===== src/rtl/sort_sequencer.sv =====
`default_nettype none
// +--------------------------------------------------------------------------+
// | Module   : sort_sequencer                                                |
// | Purpose  : Buffers a DEPTH-word burst, bubble-sorts it ascending with a  |
// |            single shared comparator, then streams it back out.           |
// | Revision : 1.0                                                           |
// +--------------------------------------------------------------------------+
module sort_sequencer #(
  parameter int N     = 4,
  parameter int DEPTH = 4
) (
  input  logic         clk,
  input  logic         rst_n,
  input  logic         in_valid,
  output logic         in_ready,
  input  logic [N-1:0] in_data,
  output logic         out_valid,
  input  logic         out_ready,
  output logic [N-1:0] out_data,
  output logic         out_last,
  output logic         busy
);

  localparam int CW = $clog2(DEPTH);
  localparam logic [CW-1:0] c_top  = CW'(DEPTH - 1);
  localparam logic [CW-1:0] c_last = CW'(DEPTH - 2);

  typedef enum logic [1:0] {
    s_load  = 2'd0,
    s_sort  = 2'd1,
    s_drain = 2'd2
  } state_t;

  state_t        r_state, w_state_nx;
  logic [N-1:0]  r_mem [DEPTH];
  logic [CW-1:0] r_wr_ptr, r_rd_ptr, r_pass, r_idx;
  logic          r_swap;

  logic [CW-1:0] w_idx_nx, w_idx_end;
  logic [N:0]    w_diff;
  logic          w_lt, w_pass_end, w_sort_done;

  // Shared comparator: borrow out of mem[idx+1]-mem[idx] means a strict less-than.
  assign w_idx_nx   = r_idx + 1'b1;
  assign w_diff     = {1'b0, r_mem[w_idx_nx]} - {1'b0, r_mem[r_idx]};
  assign w_lt       = |(w_diff >> N);
  assign w_idx_end  = c_last - r_pass;
  assign w_pass_end = (r_idx == w_idx_end);
  assign w_sort_done = w_pass_end && (!(r_swap || w_lt) || (r_pass == c_last));

  assign in_ready  = rst_n && (r_state == s_load);
  assign busy      = (r_state == s_sort);
  assign out_valid = (r_state == s_drain);
  assign out_data  = out_valid ? r_mem[r_rd_ptr] : '0;
  assign out_last  = out_valid && (r_rd_ptr == c_top);

  always_ff @(posedge clk or negedge rst_n) begin
    if (!rst_n) r_state <= s_load;
    else        r_state <= w_state_nx;
  end

  always_comb begin
    w_state_nx = r_state;
    case (r_state)
      s_load:  if (in_valid && (r_wr_ptr == c_top))  w_state_nx = s_sort;
      s_sort:  if (w_sort_done)                      w_state_nx = s_drain;
      s_drain: if (out_ready && (r_rd_ptr == c_top)) w_state_nx = s_load;
      default: w_state_nx = s_load;
    endcase
  end

  always_ff @(posedge clk or negedge rst_n) begin
    if (!rst_n) begin
      r_wr_ptr <= '0;
      r_rd_ptr <= '0;
      r_pass   <= '0;
      r_idx    <= '0;
      r_swap   <= 1'b0;
    end else begin
      case (r_state)
        s_load: begin
          if (in_valid) r_wr_ptr <= (r_wr_ptr == c_top) ? '0 : r_wr_ptr + 1'b1;
        end
        s_sort: begin
          if (w_sort_done) begin
            r_pass <= '0;
            r_idx  <= '0;
            r_swap <= 1'b0;
          end else if (w_pass_end) begin
            r_pass <= r_pass + 1'b1;
            r_idx  <= '0;
            r_swap <= 1'b0;
          end else begin
            r_idx  <= w_idx_nx;
            r_swap <= r_swap || w_lt;
          end
        end
        s_drain: begin
          if (out_ready) r_rd_ptr <= (r_rd_ptr == c_top) ? '0 : r_rd_ptr + 1'b1;
        end
        default: ;
      endcase
    end
  end

  // Storage is never reset; its contents are only meaningful within a burst.
  always_ff @(posedge clk) begin
    if ((r_state == s_load) && in_valid) begin
      r_mem[r_wr_ptr] <= in_data;
    end else if ((r_state == s_sort) && w_lt) begin
      r_mem[r_idx]    <= r_mem[w_idx_nx];
      r_mem[w_idx_nx] <= r_mem[r_idx];
    end
  end

endmodule
`default_nettype wire


===== config.mk =====
export PLATFORM = sky130hd
export DESIGN_NAME = sort_sequencer
export DESIGN_NICKNAME = d
export VERILOG_FILES = /design/src/rtl/sort_sequencer.sv
export SDC_FILE = /design/constraint.sdc
export NUM_CORES = 1
export LEC_CHECK = 0
export BUFFER_PORTS_ARGS = -buffer_cell sky130_fd_sc_hd__buf_2
export CAP_MARGIN = 20
export CELL_PAD_IN_SITES_DETAIL_PLACEMENT = 0
export CELL_PAD_IN_SITES_GLOBAL_PLACEMENT = 1
export CORE_UTILIZATION = 43
export DETAILED_ROUTE_END_ITERATION = 10
export PLACE_DENSITY_LB_ADDON = 0.1
export SETUP_SLACK_MARGIN = 0.05
export SLEW_MARGIN = 5
export SYNTH_ARGS = -nofsm -noshare
export SYNTH_HDL_FRONTEND = slang
export SYNTH_SLANG_ARGS = --single-unit

===== constraint.sdc =====
create_clock -name clk -period 3.5 [get_ports clk]
set_input_delay 0 -clock clk [delete_from_list [all_inputs] [get_ports clk]]
set_output_delay 0 -clock clk [all_outputs]
set_load 0.005 [all_outputs]

# Word level (Yosys, flattened, before mapping)
# Memory sizes are Yosys's and may differ from the RTL's.
# Cells that the tools add are included.
# W data, S select, Z words.
dict set report totals {
  ff_bits 11
  mem_count 1
  wordCells 60
  in_bits 8
  output_inout_bits 8
  ramBits 16
}
# name depth width read_ports rd_ports_with_merged_regs wr line_no
set memory_table {}
lappend memory_table {r_mem 4 4 3 0 2 35} ;# logic [N-1:0] r_mem [DEPTH];
dict set report classes {
  muxes 21
  eq_ne 9
  add_sub_neg 6
  reduce_logical 17
}
# op n
set ops {}
lappend ops {{$mux W2} 10}
lappend ops {{$add A2 B1 Y2 const B} 4}
lappend ops {{$eq A2 B2 Y1 const B} 4}
lappend ops {{$mux W1} 8}
lappend ops {{$mux W4} 2}
lappend ops {{$logic_and A1 B1 Y1} 7}
lappend ops {{$ne A2 B1 Y1 const B} 3}
lappend ops {{$pmux W2 S3} 1}
lappend ops {{$reduce_and A2 Y1} 3}
lappend ops {{$sub A4 B4 Y5} 1}
lappend ops {{$reduce_or A4 Y1} 1}
lappend ops {{$reduce_and A3 Y1} 1}
lappend ops {{$eq A2 B1 Y1 const B} 1}
lappend ops {{$eq A2 B2 Y1} 1}
lappend ops {{$logic_not A2 Y1} 1}
lappend ops {{$logic_or A1 B1 Y1} 2}
lappend ops {{$reduce_bool A2 Y1} 1}
lappend ops {{$sub A2 B2 Y2 const A} 1}
lappend ops {{$logic_not A1 Y1} 1}

# Depth between registers and ports, before layout
# An unclocked memory read counts as a cell.
dict set report depth {
  ltp_word 9
  mapped_depth 12
}

# Least setup slack after synthesis
# No wires, ideal clock.
dict set report synth_path {
  kind {flip-flop to flip-flop}
  start {register r_idx[0]}
  end {memory r_mem[2][0], enable pin}
  setup_slack_ns 0.196
  arrival_time_ns 2.943
  path_buffers 3
  period_less_slack_ns 3.304
  stages_incl_launch_ff 13
  required_ns 3.139
  setup_ns 0.361
  path_cell_list {dfrtp_1 -> buf_6 -> buf_2 -> inv_1 -> ha_1 -> mux4_2 -> ha_1 -> a21o_1 -> a211o_1 -> a31oi_4 -> buf_4 -> nand2_1 -> o21ai_0}
}
# item line_no
set synth_lines {}
lappend synth_lines {{from (decl)} 36} ;# logic [CW-1:0] r_wr_ptr, r_rd_ptr, r_pass, r_idx;
lappend synth_lines {{from (signal assigned)} 94} ;# r_idx <= w_idx_nx;
lappend synth_lines {{to (decl)} 35}

==> results.py <==
metrics = {
    "status": {
        "outcome": "complete, no violations",
    },
    "synthesis": {
        "synthAdderAreaFrac": 0.0668,
        "syn_area_per_cell_um2": 11.6,
        "synth_edf_count": 16,
        "synth_top_cell_area_share": 0.257,
        "async_flop_share": 0.407,
        "yosysTopAreaCell": "edfxtp_1",
        "synth_simple_gate_area_frac": 0.0956,
        "netlist_instances": 161,
        "ys_seq_area_frac": 0.404,
        "ys_warn_count": 0,
        "synthTopCellsByArea": "edfxtp_1 26%, dfrtp_1 15%, mux4_2 14%",
        "synth_top_family_by_area": "multiplexers",
        "synthXorXnorAreaFrac": 0.00936,
        "yosysUniqueCellTypes": 34,
        "synth_mux_area_frac": 0.236,
        "synth_flop_cell": "edfxtp_1",
        "synth_compound_area_frac": 0.144,
        "ys_ff_latch": 27,
        "synth_area_um2": 1870,
        "synth_nets": 179,
    },
    "global_route": {
        "grt_max_degree": 16,
        "antenna_found_initial": 0,
        "overflow": 0,
        "grtUsageTotal": 0.202,
        "grt_pass1_wl_um": 6640,
        "grt_pass1_vias": 1296,
    },
    "run": {
        "maxCapViolations": 0,
    },
    "clock_tree": {
        "cts_buffers": 3,
        "cts_tree": "done",
        "cts.path.max_buffers": 2,
        "clk_pin_slew_worst_paths_ns": 0.09,
        "clk_latency_ns": 0.27,
        "htree_levels": 1,
        "cts_sinks": 27,
        "root_buffer": "clkbuf_8",
    },
    "sta": {
        "tns_ns": 0,
        "finalSetupViolations": 0,
        "hold_viol": 0,
        "fin_skew_ns": 0.00248,
        "slew_viol_final": 0,
        "fin_crit_ns": 3.24,
        "timing.final.crit_share": 0.925,
        "worst_pin_slew_ns": 0.900,
        "slew_headroom": 0.394,
        "fmax_mhz": 309,
        "rsz0062_at_grt": "no",
    },
    "routing": {
        "via_count": 1358,
        "dr.pass1.iters": 4,
        "drtIter0Drc": 72,
        "ant_nets": 0,
        "viasPerCell": 6.04,
        "wl_um": 4220,
        "wl_per_cell_um": 18.8,
        "drc": 0,
    },
    "placed_design": {
        "io_buffers": 15,
        "gp_congestion": 0.758,
        "hpwlAfterDp_um": 3130,
    },
    "setup_path": {
        "critPathLaunchType": "flop",
        "critical_path_required_ns": 3.41,
        "arrival_ns": 3.15,
        "critPathKind": "reg -> reg",
        "cp-end-kind": "flop",
        "path_max_fanout": 6,
    },
    "die": {
        "die_area_um2": 4620,
        "die-height_um": 68.0,
        "ios": 16,
        "core_area_um2": 4090,
        "fp.dieW_um": 68.0,
        "rows": 23,
        "initial_core_util": 0.458,
    },
    "layout": {
        "final_common_cell": "a21oi_1",
        "num_antenna_cells": 0,
        "final_cell_mix": "18 x a21oi_1, 16 x mux2i_1, 16 x edfxtp_1, 15 x buf_2, 12 x mux4_2",
        "final_nets": 194,
        "final_layout_size_suffix_gt1_frac": 0.229,
        "area_delta_synth_final_pct": 9.29,
    },
    "worst_hold_path": {
        "min_path_type": "in -> reg",
    },
}
state kept, by name, summed over array words and instances (netlist names):
signal,flops
r_mem,16
r_idx,2
r_pass,2
r_rd_ptr,2
r_state,2
r_wr_ptr,2
r_swap,1
cell usage after synthesis (all sizes together), types with 7 or more instances:
library cell / number
a21oi: 18
buf: 9
mux4: 12
nor2: 7
dfrtp: 11
nand2: 11
edfxtp: 16
ha: 10
mux2i: 16
o21ai: 9
inv: 8
final cells by class:
cell class,count,area (µm²)
tap,50,62.6
multi-input combinational,116,1040
fill,362,2040
sequential,27,756
inverter,8,30.0
timing repair buffer,20,115
clock buffer,4,45.0
final timing paths:
check                                      start                       to  slack [ns]  cells past startpoint
setup / recovery            r_idx[1]$_DFFE_PN0P_    r_mem[2][0]$_DFFE_PP_        0.26                      9
hold / removal                         out_ready   r_state[1]$_DFFE_PN0P_        0.06                      3
setup reg to reg            r_idx[1]$_DFFE_PN0P_    r_mem[2][0]$_DFFE_PP_        0.26                      9
hold reg to reg            r_pass[1]$_DFFE_PN0P_    r_pass[1]$_DFFE_PN0P_        0.50                      2
max in group asynchronous                  rst_n     r_idx[0]$_DFFE_PN0P_        3.16                      2
min in group asynchronous                  rst_n  r_rd_ptr[1]$_DFFE_PN0P_        0.13                      2
cell families (layout without fill, tap and decap cells):
kind of cell	count (synthesis)	after routing
and+or+nand+nor	34	34
AOI/OAI and AO/OA	41	41
DFF	27	27
muxes	29	29
buffers and inverters	18	32
xor gates and xnor gates	2	2
adders and majority gates	10	10
metrics by stage:
stage | hold slack (ns) | utilization | area, µm² | std cells | setup WS [ns]
floorplan | -0.296 | - | 1870 | 161 | 0.196
global placement | -0.117 | 0.486 | 1990 | 220 | 0.316
global route | 0.0639 | 0.501 | 2050 | 225 | 0.105
CTS | 0.0554 | 0.500 | 2040 | 225 | 0.196
finish | 0.0582 | 0.501 | 2050 | 225 | 0.261
detailed placement | -0.111 | 0.486 | 1990 | 220 | 0.216
what timing repair did:
action / 4_1_cts / 5_1_grt
hold endpoints to repair: 11 / 0
hold buffers: 1 / 0
setup endpoints to repair: 0 / 4
resized for setup: 0 / 2
buffers inserted: 0 / 0
worst max-delay path, stage by stage, from the launching register on:
cell	delay, ns
dfrtp_1	0.35
inv_1	0.09
ha_1	0.46
mux4_2	0.41
ha_1	0.36
a21o_1	0.21
a211o_1	0.32
a31oi_4	0.23
nand2_1	0.09
o21ai_0	0.35
layer usage:
metal | part of all wire | up-vias | routed length [µm] | GRT usage
met5 | 0 | - | 0 | 0
met4 | 0.018 | 0 | 78 | 0.0677
met3 | 0.040 | 11 | 169 | 0.0333
met2 | 0.48 | 32 | 2030 | 0.331
met1 | 0.46 | 679 | 1940 | 0.271
li1 | - | 636 | - | -
Power is left out: the tool's default activity adds up to more than one toggle a clock period on the data nets, which glitch-free logic cannot reach.
